File: config.mk
export PLATFORM = sky130hd
export DESIGN_NAME = sr_pulse_driver
export DESIGN_NICKNAME = d
export VERILOG_FILES = /design/src/rtl/sr_drive_pkg.sv /design/src/rtl/sr_debounce.sv /design/src/rtl/sr_pulse_driver.sv
export SDC_FILE = /design/constraint.sdc
export NUM_CORES = 1
export LEC_CHECK = 0
export CAP_MARGIN = 10
export CORE_UTILIZATION = 30
export CTS_CLUSTER_DIAMETER = 50
export DETAILED_ROUTE_END_ITERATION = 10
export SLEW_MARGIN = 25
export SYNTH_ARGS = -nofsm -noshare
export SYNTH_HDL_FRONTEND = slang
export SYNTH_SLANG_ARGS = --single-unit
export TNS_END_PERCENT = 5
File: constraint.sdc
create_clock -name Clk -period 4.7 [get_ports Clk]
set_input_delay 0.705 -clock Clk [delete_from_list [all_inputs] [get_ports Clk]]
set_output_delay 0.705 -clock Clk [all_outputs]
set_load 0.005 [all_outputs]
File: src/rtl/sr_drive_pkg.sv
// Shared definitions for the SR latch pulse driver.
//   state_e      : FSM state encoding (IDLE, PULSE_S, PULSE_R, GAP)
//   DEF_*        : default parameter values used by the top and the debouncer
package sr_drive_pkg;

  typedef enum logic [1:0] {
    IDLE    = 2'd0,
    PULSE_S = 2'd1,
    PULSE_R = 2'd2,
    GAP     = 2'd3
  } state_e;

  localparam int unsigned DEF_DB_CYCLES    = 4;
  localparam int unsigned DEF_PULSE_CYCLES = 2;
  localparam int unsigned DEF_CNT_W        = 8;
  localparam bit          DEF_R_PRIORITY   = 1'b1;

endpackage

File: src/rtl/sr_debounce.sv
// One input channel: 2-flop synchroniser, debounce filter and rising-edge detect.
// Ports:
//   Clk     in  system clock, rising edge
//   ResetN  in  asynchronous active-low reset
//   raw_i   in  raw asynchronous, possibly bouncy level
//   rise_o  out registered one-cycle pulse on each accepted 0->1 change of the filtered level
module sr_debounce
  import sr_drive_pkg::*;
#(
  parameter int unsigned DB_CYCLES = DEF_DB_CYCLES,
  parameter int unsigned CNT_W     = DEF_CNT_W
) (
  input  logic Clk,
  input  logic ResetN,
  input  logic raw_i,
  output logic rise_o
);

  localparam logic [CNT_W-1:0] DB_LAST = CNT_W'(DB_CYCLES - 1);
  localparam logic [CNT_W-1:0] CNT_ONE = CNT_W'(1);

  logic             sync1_q;
  logic             sync2_q;
  logic             stable_q;
  logic             stable_d;
  logic             rise_q;
  logic             rise_d;
  logic [CNT_W-1:0] cnt_q;
  logic [CNT_W-1:0] cnt_d;

  // Debounce: count consecutive cycles the synced level disagrees with the accepted one.
  always_comb begin
    cnt_d    = {CNT_W{1'b0}};
    stable_d = stable_q;
    if (sync2_q != stable_q) begin
      if (cnt_q == DB_LAST) begin
        // DB_CYCLES-th consecutive disagreeing edge: accept the new level
        stable_d = ~stable_q;
        cnt_d    = {CNT_W{1'b0}};
      end else begin
        cnt_d = cnt_q + CNT_ONE;
      end
    end else begin
      cnt_d = {CNT_W{1'b0}};
    end
    rise_d = stable_d & ~stable_q;
  end

  // Synchroniser, debounce state and registered rise pulse.
  always_ff @(posedge Clk or negedge ResetN) begin
    if (!ResetN) begin
      sync1_q  <= 1'b0;
      sync2_q  <= 1'b0;
      stable_q <= 1'b0;
      cnt_q    <= {CNT_W{1'b0}};
      rise_q   <= 1'b0;
    end else begin
      sync1_q  <= raw_i;
      sync2_q  <= sync1_q;
      stable_q <= stable_d;
      cnt_q    <= cnt_d;
      rise_q   <= rise_d;
    end
  end

  assign rise_o = rise_q;

endmodule

File: src/rtl/sr_pulse_driver.sv
// Turns raw set/reset requests into clean, mutually exclusive S/R pulses for an SR latch
// and tracks the latch state expected downstream.
// Ports:
//   Clk      in  system clock, rising edge
//   ResetN   in  asynchronous active-low reset
//   S_in     in  raw set request (asynchronous, may bounce)
//   R_in     in  raw reset request (asynchronous, may bounce)
//   S        out registered set pulse, PULSE_CYCLES wide
//   R        out registered reset pulse, PULSE_CYCLES wide
//   Busy     out FSM not in IDLE
//   Conflict out one-cycle flag: set and reset both wanted in the same IDLE cycle
//   Qmodel   out expected latch Q
module sr_pulse_driver
  import sr_drive_pkg::*;
#(
  parameter int unsigned DB_CYCLES    = DEF_DB_CYCLES,
  parameter int unsigned PULSE_CYCLES = DEF_PULSE_CYCLES,
  parameter int unsigned CNT_W        = DEF_CNT_W,
  parameter bit          R_PRIORITY   = DEF_R_PRIORITY
) (
  input  logic Clk,
  input  logic ResetN,
  input  logic S_in,
  input  logic R_in,
  output logic S,
  output logic R,
  output logic Busy,
  output logic Conflict,
  output logic Qmodel
);

  localparam logic [CNT_W-1:0] PULSE_LAST = CNT_W'(PULSE_CYCLES - 1);
  localparam logic [CNT_W-1:0] CNT_ONE    = CNT_W'(1);

  logic             req_s;
  logic             req_r;
  logic             s_go;
  logic             r_go;
  state_e           state_q;
  state_e           state_d;
  logic [CNT_W-1:0] pcnt_q;
  logic [CNT_W-1:0] pcnt_d;
  logic             pend_s_q;
  logic             pend_s_d;
  logic             pend_r_q;
  logic             pend_r_d;
  logic             s_q;
  logic             s_d;
  logic             r_q;
  logic             r_d;
  logic             busy_q;
  logic             busy_d;
  logic             conflict_q;
  logic             conflict_d;
  logic             qmodel_q;
  logic             qmodel_d;

  sr_debounce #(.DB_CYCLES(DB_CYCLES), .CNT_W(CNT_W)) u_db_s (
    .Clk    (Clk),
    .ResetN (ResetN),
    .raw_i  (S_in),
    .rise_o (req_s)
  );

  sr_debounce #(.DB_CYCLES(DB_CYCLES), .CNT_W(CNT_W)) u_db_r (
    .Clk    (Clk),
    .ResetN (ResetN),
    .raw_i  (R_in),
    .rise_o (req_r)
  );

  // Next-state, pending-request, pulse-counter and output decode.
  always_comb begin
    state_d    = state_q;
    pcnt_d     = pcnt_q;
    pend_s_d   = pend_s_q;
    pend_r_d   = pend_r_q;
    conflict_d = 1'b0;
    qmodel_d   = qmodel_q;
    s_go       = req_s | pend_s_q;
    r_go       = req_r | pend_r_q;
    case (state_q)
      IDLE: begin
        pcnt_d   = {CNT_W{1'b0}};
        // Whatever is granted here is consumed; the loser of a conflict is dropped.
        pend_s_d = 1'b0;
        pend_r_d = 1'b0;
        if (s_go && r_go) begin
          conflict_d = 1'b1;
          if (R_PRIORITY) begin
            state_d  = PULSE_R;
            qmodel_d = 1'b0;
          end else begin
            state_d  = PULSE_S;
            qmodel_d = 1'b1;
          end
        end else if (s_go) begin
          state_d  = PULSE_S;
          qmodel_d = 1'b1;
        end else if (r_go) begin
          state_d  = PULSE_R;
          qmodel_d = 1'b0;
        end else begin
          state_d = IDLE;
        end
      end
      PULSE_S, PULSE_R: begin
        pend_s_d = pend_s_q | req_s;
        pend_r_d = pend_r_q | req_r;
        if (pcnt_q == PULSE_LAST) begin
          state_d = GAP;
          pcnt_d  = {CNT_W{1'b0}};
        end else begin
          pcnt_d = pcnt_q + CNT_ONE;
        end
      end
      GAP: begin
        pend_s_d = pend_s_q | req_s;
        pend_r_d = pend_r_q | req_r;
        state_d  = IDLE;
      end
      default: begin
        state_d = IDLE;
      end
    endcase
    // Outputs are registered copies of the next state, so they follow state_q exactly.
    s_d    = (state_d == PULSE_S);
    r_d    = (state_d == PULSE_R);
    busy_d = (state_d != IDLE);
  end

  // State, counters, pending flags and registered outputs.
  always_ff @(posedge Clk or negedge ResetN) begin
    if (!ResetN) begin
      state_q    <= IDLE;
      pcnt_q     <= {CNT_W{1'b0}};
      pend_s_q   <= 1'b0;
      pend_r_q   <= 1'b0;
      s_q        <= 1'b0;
      r_q        <= 1'b0;
      busy_q     <= 1'b0;
      conflict_q <= 1'b0;
      qmodel_q   <= 1'b0;
    end else begin
      state_q    <= state_d;
      pcnt_q     <= pcnt_d;
      pend_s_q   <= pend_s_d;
      pend_r_q   <= pend_r_d;
      s_q        <= s_d;
      r_q        <= r_d;
      busy_q     <= busy_d;
      conflict_q <= conflict_d;
      qmodel_q   <= qmodel_d;
    end
  end

  assign S        = s_q;
  assign R        = r_q;
  assign Busy     = busy_q;
  assign Conflict = conflict_q;
  assign Qmodel   = qmodel_q;

endmodule

## Word level (Yosys, flattened, before mapping)

Index checks and enable logic that the tools add are counted.

| word-level totals | value |
|---|---|
| register bits | 41 |
| bits of input ports | 4 |
| output and inout port bits | 5 |
| word-level logic and storage cells | 68 |

| cells by class | value |
|---|---|
| add/subtract/negate cells | 3 |
| equality and inequality tests | 10 |
| multiplexer cells | 22 |
| bitwise gates (word level) | 6 |
| reduce and logical (&&, ||, !) cells | 8 |

Operators with widths:

| operator | number |
|---|---|
| two-way mux 8 bit | 5 |
| adder 8 x 1 -> 8 bit, second input constant | 3 |
| == test 8 x 2 -> 1 bit, second input constant | 2 |
| case mux 8 bit (2 select lines) | 1 |
| two-way mux 1 bit | 9 |
| == test 8 x 1 -> 1 bit, second input constant | 1 |
| two-way mux 2 bit | 4 |
| == test 2 bit, second input constant | 3 |
| case mux 2 bit (3 select lines) | 1 |
| == test 2 x 1 -> 1 bit, second input constant | 2 |
| case mux 1 bit (2 select lines) | 2 |
| nonzero test 2 bit | 2 |
| nonzero test 3 bit | 1 |
| OR reduction 3 bit | 1 |
| AND 1 bit | 2 |
| zero test 2 bit | 1 |
| inequality test 1 bit | 2 |
| inverter 1 bit | 2 |
| OR 1 bit | 2 |
| AND reduction 2 bit | 1 |
| OR reduction 2 bit | 1 |
| logical AND 1 bit | 1 |

## Longest topological paths before layout

Gate-level depths: netlist of run 1.

| logic depth | value |
|---|---|
| depth in word-level cells | 6 |
| depth in mapped cells | 6 |
| depth with buffers taken out | 6 |

## By module

From an unflattened synthesis of run 1, not the netlist that was laid out.

| unflattened totals | value |
|---|---|
| cells, all modules | 171 |
| area, all modules | 1879.3 um^2 |

By module, submodules not included:

| module | times used | cells an instance | area an instance (um^2) | seq. area each (um^2) |
|---|---|---|---|---|
| sr_debounce | 2 | 45 | 526.8 | 300.3 |
| sr_pulse_driver | 1 | 81 | 825.8 | 425.4 |

## Least setup slack after synthesis of run 1

Ideal clock, no wire load.

| timing | value |
|---|---|
| path type | reg2reg |
| start | reg pcnt_q[0] |
| end | reg pcnt_q[7] |
| library setup time | 69 ps |
| data arrival time | 1504 ps |
| required time | 4631 ps |
| slack | 3128 ps |
| stages on the path, launching flop included | 6 |
| path buffers | 0 |
| clock period less this slack | 1572 ps |
| cells stage by stage | dfrtp_1 ha_1 nor3b_2 a21bo_1 or4_1 nand3_1 |

| between the ends | value |
|---|---|
| longest elaborated chain between the ends | 3 |
| elaborated cells on any way between the ends | 4 |
| those cells by class | add/sub: 1; eq/ne: 1; mux: 2 |

RTL lines:

| item | line | RTL |
|---|---|---|
| from (decl) | sr_pulse_driver.sv:41 | `logic [CNT_W-1:0] pcnt_q;` |
| from (signal assigned) | sr_pulse_driver.sv:136 | `pcnt_q <= {CNT_W{1'b0}};` |
| from (signal assigned) | sr_pulse_driver.sv:146 | `pcnt_q <= pcnt_d;` |
| adder 8 x 1 -> 8 bit or == test 8 x 1 -> 1 bit (tied branches) | sr_pulse_driver.sv:114, sr_pulse_driver.sv:110 |  |
| two-way mux 8 bit * | sr_pulse_driver.sv:110 | `if (pcnt_q == PULSE_LAST) begin` |
| case mux 8 bit (2 select lines) * | sr_pulse_driver.sv:82 | `case (state_q)` |

Mark *: on every way between the ends. The rest lies on a longest branch, timed or not.
A chain may end at the register's enable or synchronous reset.

## Worst setup path in the final report of run 1

| timing | value |
|---|---|
| start | reg qmodel_q (netlist: Qmodel) |
| end | out Qmodel |

RTL lines:

| item | line | RTL |
|---|---|---|
| from (decl) | sr_pulse_driver.sv:55 | `logic qmodel_q;` |
| from (signal assigned) | sr_pulse_driver.sv:153 | `qmodel_q <= qmodel_d;` |
| to (decl) | sr_pulse_driver.sv:29 | `output logic Qmodel` |

No word-level cell between the ends.

==> results of run 1 <==
-- Yosys cell counts, types with 3 or more instances --
| library cell | n |
|---|---|
| and3_1 | 8 |
| dfrtp_1 | 41 |
| ha_1 | 6 |
| inv_1 | 4 |
| nand2_1 | 12 |
| nand3_1 | 16 |
| nor2_1 | 22 |
| nor2b_1 | 3 |
| o21ai_0 | 5 |
| o21ai_1 | 3 |
| xnor2_1 | 4 |
| xor2_1 | 10 |
-- metrics by stage --
stage / hold WS, ps / instances / setup slack (ps) / util [%]
after global placement: 334 / 239 / 3060 / 34.6
after CTS: 353 / 247 / 2820 / 36.1
final: 352 / 247 / 2840 / 36.2
after detailed placement: 336 / 239 / 3000 / 34.6
after global routing: 373 / 247 / 2780 / 36.2
after floorplan: 331 / 160 / 3130 / -
-- flip-flops by register name, indices dropped and copies added, names as in the netlist, 2 cells and up --
name and count:
pcnt_q 8, u_db_r.cnt_q 8, u_db_s.cnt_q 8, state_q 2
-- cells by family after synthesis --
family	synth area share, %
simple gates	21.2
fa+ha+maj	4.22
buf+inv	1.06
xor+xnor	6.90
compound gates	6.54
mux	2.39
flops	57.7
-- cell type report --
cell class,count,share of cell area (%)
clock buffers,5,3.39
clock inverters,3,0.864
inverters,4,0.740
multi-input cells,114,36.2
flip-flops and latches,41,50.6
well taps,72,4.44
repair buffers,8,3.82
-- layer usage --
layer  vias up  global-route usage [%]  routed length [um]
met5         -                       0                   0
met4         0                    3.27                  36
met3         5                    4.48                 119
met2        16                    14.7                1110
met1       510                    13.8                1390
li1        577                       -                   -
-- power breakdown --
part | leakage, nW | switching, mW | internal, mW | total, mW
registers | 0.553 | 0.0311 | 0.393 | 0.424
logic | 0.314 | 0.0706 | 0.0618 | 0.132
clock network | 0.0439 | 0.122 | 0.102 | 0.224
-- path summary, 6_finish.rpt --
check / endpoint / startpoint / slack [ps] / cells after the start
worst max-delay path: Qmodel / Qmodel$_DFFE_PN0P_ / 2840 / 1
worst min-delay path: u_db_r.sync2_q$_DFF_PN0_ / u_db_r.sync1_q$_DFF_PN0_ / 350 / 0
worst max register to register: pcnt_q[7]$_DFFE_PN0P_ / state_q[0]$_DFF_PN0_ / 3010 / 5
worst min register to register: u_db_r.sync2_q$_DFF_PN0_ / u_db_r.sync1_q$_DFF_PN0_ / 350 / 0
max in group asynchronous: state_q[0]$_DFF_PN0_ / ResetN / 3980 / 1
min in group asynchronous: pcnt_q[4]$_DFFE_PN0P_ / ResetN / 360 / 1
==> metrics.md, run 1 <==
| Metric | Value |
|---|---|
| Starting Density | 31.7% |
| EDFF count, synth | 0 |
| Core ar. | about 5600 um2 |
| Slowest Stage Delay on Critical Path | 500 ps |
| Total Neg Setup Slack | 0 ps |
| I/O pin total | 9 |
| Die area | 6240 um2 |
| Max-slew headroom | around 65% |
| CTS buffer count | 5 |
| Unique cell type count in the Yosys netlist | 30 |
| Skew final | 12.3 ps |
| Final Total Pwr | 0.781 mW |
| Routability cong. | 0.739 |
| Worst Setup End Kind | primary output |
| Synth area leaders | dfrtp_1 (58%), xor2_1 (4.9%), nor2_1 (4.6%) |
| Final instance area | approximately 2000 um2 |
| Critical Path RT | approximately 4000 ps |
| Initial detailed-routing violation count | 33 |
| CP Class | flip-flop to primary output |
| Outcome | finished clean |
| DIE WIDTH | 79.0 um |
| Pleak | 0.911 nW |
| Clk buf depth | 2 |
| Via count | between 1,000 and 1,500 |
| Cell Area, Synth | 1780 um2 |
| Diodes inserted | 0 |
| Pwr dens | 385 nW/um2 |
| Flip-flop and latch area | 1030 um2 |
| H-Tree Depth | 2 |
| CP bufs+invs | 1 |
| Via density | approximately 4.5 |
| Post_cts resized | 0 |
| FFs w/ async S/R, synth | between 90% and 100% |
| Worst vdd ir | 0.151 mV |
| Die Y | 79.0 um |
| Detailed Place HPWL | ~1800 um |
| Multi-input gate area | 733 um2 |
| Most common library cell in the layout ignoring fill and taps | dfrtp_1 |
| Final period util | 39.6% |
| Post-synthesis register bit count | 41 |
| CTS tree | built |
| Worst path cell trace | clkdlybuf4s50_1 |
| Initial antenna violation count | 0 |
| Max Freq | 537 MHz |
| Seq/Total Area, Yosys | between 50% and 60% |
| First-pass GRT wire length | 4930 um |
| DRC | 0 |
| Worst EP arrival | 1160 ps |
| Clock tree root buffer cell | clkbuf_8 |
| Worst-path fanout max | 2 |
| CTS sink cnt | 41 |
| Unrepaired setup endpoints after global routing | false |
| Post-DP Area | 1940 um2 |
| Post-layout nets | 184 |
| Syn Nets | 170 |
| Site Rows | 27 |
| WL final | about 2700 um |
| First drt pass iteration count | 4 |
| Min Tclk post-route | 1860 ps |
| Total of max-cap violations | 0 |
| Most used DFF post-synth | dfrtp_1 |
| Pin count of the biggest net entering global routing | 42 |
| Crit-path slowest cell | clkdlybuf4s50_1 |
| Area Growth Syn to Fin | 14.1% |
| DR WL/cell | 10.8 um |
| Layout cells sized above 1 | 9.14% |
| Final global-route overflow total | 0 |
| Synth warn | 0 |
| Worst-skew pair later-pin latency | around 300 ps |
| Antenna viol nets, final | 0 |
| CP delay by family, top | buffers and inverters |
| Filler cells | 553 |
| Pins Over Slew Limit | 0 |
| Total GRT Usage | 10.3% |
| Class of the worst hold path | flip-flop to flip-flop |
| Most frequent cells in the layout | dfrtp_1 (41), nor2_1 (22), nand3_1 (16) |
| Number of hold violations in the final report | 0 |
| Area leader, netlist | dfrtp_1 |
| Vias in the first global route | 1,072 |
| Final setup vio count | 0 |
| Input/output buffers | 8 |
| Transition time at the pin with the least slew margin | 524 ps |
| Hold buffers post-CTS | 0 |
| Type of origin of the critical path | flip-flop |
| Cells after Synth | 160 |
| Mean post-synth cell area | roughly 11 um2 |
| Post-CTS Setup Inserts | 0 |
| Yosys top cell area share | between 50 and 60% |
| Worst-path clk slew | 90 ps |
Note: power is estimated with default switching activity, not from simulation.
==> run 2: changes to the inputs <==
==> constraint.sdc (replaced) <==
create_clock -name Clk -period 1.7 [get_ports Clk]
set_input_delay 0.255 -clock Clk [delete_from_list [all_inputs] [get_ports Clk]]
set_output_delay 0.255 -clock Clk [all_outputs]
set_load 0.005 [all_outputs]
==> metrics.md, run 2 (synthesis results as in run 1) <==
| Metric | Value |
|---|---|
| Worst path cell trace | ha_1, nor3b_2, a21bo_2, or4_1, nand3_1 (was clkdlybuf4s50_1) |
| Slowest Stage Delay on Critical Path | 470 ps (was 500 ps) |
| CTS sink cnt | 41 (unchanged) |
| CP Class | flip-flop to flip-flop (was flip-flop to primary output) |
| Die Y | 79.0 um (unchanged) |
| Final setup vio count | 0 (unchanged) |
| Layout cells sized above 1 | 13.6% (was 9.14%) |
| Most frequent cells in the layout | dfrtp_1 (41), nor2_1 (22), nand3_1 (16) (unchanged) |
| Pins Over Slew Limit | 0 (unchanged) |
| Worst Setup End Kind | flip-flop (was primary output) |
| Pwr dens | 1100 nW/um2 (was 385 nW/um2) |
| Initial detailed-routing violation count | 36 (was 33) |
| Final global-route overflow total | 0 (unchanged) |
| H-Tree Depth | 2 (unchanged) |
| Worst-skew pair later-pin latency | 290 ps (was 300 ps) |
| Post-layout nets | 193 (was 184) |
| Final setup margin | 90.3 ps (was 2840 ps) |
| Input/output buffers | 8 (unchanged) |
| Fin util | 38.3% (was 36.2%) |
| Transition time at the pin with the least slew margin | 452 ps (was 524 ps) |
| DR WL/cell | 11.4 um (was 10.8 um) |
| CP delay by family, top | simple AND/OR/NAND/NOR gates (was buffers and inverters) |
| Total GRT Usage | 10.6% (was 10.3%) |
| Worst vdd ir | 0.370 mV (was 0.151 mV) |
| Total Neg Setup Slack | 0 ps (unchanged) |
| Via count | 1,167 (was 1,108) |
| Largest regs | pcnt_q (8), u_db_r.cnt_q (8), u_db_s.cnt_q (8) (unchanged) |
| I/O pin total | 9 (unchanged) |
| Area Growth Syn to Fin | 20.7% (was 14.1%) |
| Antenna viol nets, final | 0 (unchanged) |
| Outcome | finished clean (unchanged) |
| Worst-path clk slew | 80 ps (was 90 ps) |
| Most common library cell in the layout ignoring fill and taps | dfrtp_1 (unchanged) |
| Class of the worst hold path | flip-flop to flip-flop (unchanged) |
| Core ar. | 5610 um2 (unchanged) |
| Total of max-cap violations | 0 (unchanged) |
| CTS buffer count | 5 (unchanged) |
| Setup slack at placement | 37.8 ps (was 3000 ps) |
| Via density | 4.56 (was 4.49) |
| Worst EP arrival | 1830 ps (was 1160 ps) |
| Clk buf depth | 2 (unchanged) |
| Skew final | 7.34 ps (was 12.3 ps) |
| DRC | 0 (unchanged) |
| First drt pass iteration count | 4 (unchanged) |
| Final period util | a little over nine tenths |
| Starting Density | 31.7% (unchanged) |
| Detailed Place HPWL | 2090 um (was 1840 um) |
| Worst-path fanout max | 5 (was 2) |
| Type of origin of the critical path | flip-flop (unchanged) |
| Unrepaired setup endpoints after global routing | false (unchanged) |
| Vias in the first global route | 1,128 (was 1,072) |
| Die area | 6240 um2 (unchanged) |
| Pleak | 0.978 nW (was 0.911 nW) |
| Max Freq | 621 MHz |
| Pin count of the biggest net entering global routing | 25 (was 42) |
| WL final | 2910 um (was 2660 um) |
| Filler cells | 578 (was 553) |
| Diodes inserted | 0 (unchanged) |
| CP bufs+invs | 0 (was 1) |
| Number of hold violations in the final report | 0 (unchanged) |
| CTS tree | built (unchanged) |
| Clock tree root buffer cell | clkbuf_8 (unchanged) |
| Min Tclk post-route | roughly 1600 ps |
| First-pass GRT wire length | 5140 um (was 4930 um) |
| Initial antenna violation count | 0 (unchanged) |
| Critical Path RT | 1920 ps (was 3990 ps) |
| Routability cong. | 0.760 (was 0.739) |
| Site Rows | 27 (unchanged) |
| DIE WIDTH | 79.0 um (unchanged) |
| Max-slew headroom | 69.6% (was 64.9%) |
| Crit-path slowest cell | or4_1 (was clkdlybuf4s50_1) |
-- run 2: cell type report --
class	instances	area [um2]	area share, %
repair buffers	17	158	7.35
inverters	4	15.0	0.700
clock buffers	7	86.3	4.02
clock inverters	1	30.0	1.40
flip-flops and latches	41	1030	47.8
well taps	72	90.1	4.20
multi-input cells	114	741	34.5
-- run 2: per-stage QoR --
stage	cells	power [mW]	hold WS [ps]	cell area (um2)
floorplan	160	1.43	-40.6	1780
detailed placement	247	1.59	219	2010
global route	256	2.50	379	2150
global placement	247	1.58	219	2010
finish	256	2.36	356	2150
CTS	256	2.40	358	2140
-- run 2: worst paths after layout --
path	slack [ps]	from	depth (start not counted)	endpoint
worst max-delay path	90	pcnt_q[0]$_DFFE_PN0P_	5	pcnt_q[7]$_DFFE_PN0P_
worst min-delay path	360	u_db_s.sync1_q$_DFF_PN0_	0	u_db_s.sync2_q$_DFF_PN0_
worst max register to register	90	pcnt_q[0]$_DFFE_PN0P_	5	pcnt_q[7]$_DFFE_PN0P_
worst min register to register	360	u_db_s.sync1_q$_DFF_PN0_	0	u_db_s.sync2_q$_DFF_PN0_
max in group asynchronous	810	ResetN	3	u_db_s.cnt_q[7]$_DFF_PN0_
min in group asynchronous	430	ResetN	2	u_db_r.cnt_q[0]$_DFF_PN0_
-- run 2: layer usage --
layer | track usage [%] | part of all wire [%] | routed length (um)
met4 | 3.82 | 1.4 | 42
met5 | 0 | 0 | 0
met2 | 16.0 | 44 | 1290
met1 | 14.4 | 52 | 1510
met3 | 3.10 | 2.6 | 75
-- run 2: report_power, final --
| group | internal, mW | switching [mW] | leakage [nW] | total, mW |
|---|---|---|---|---|
| clock | 0.479 | 0.313 | 0.0585 | 0.792 |
| sequential | 1.09 | 0.0820 | 0.553 | 1.17 |
| combinational | 0.191 | 0.211 | 0.367 | 0.403 |
-- run 2: what timing repair did --
item / CTS / global route
hold buffers: 1 / 0
gates resized for setup: 0 / 2
setup buffers: 0 / 0
setup endpoints to repair: 0 / 4
hold endpoints to repair: 17 / 0
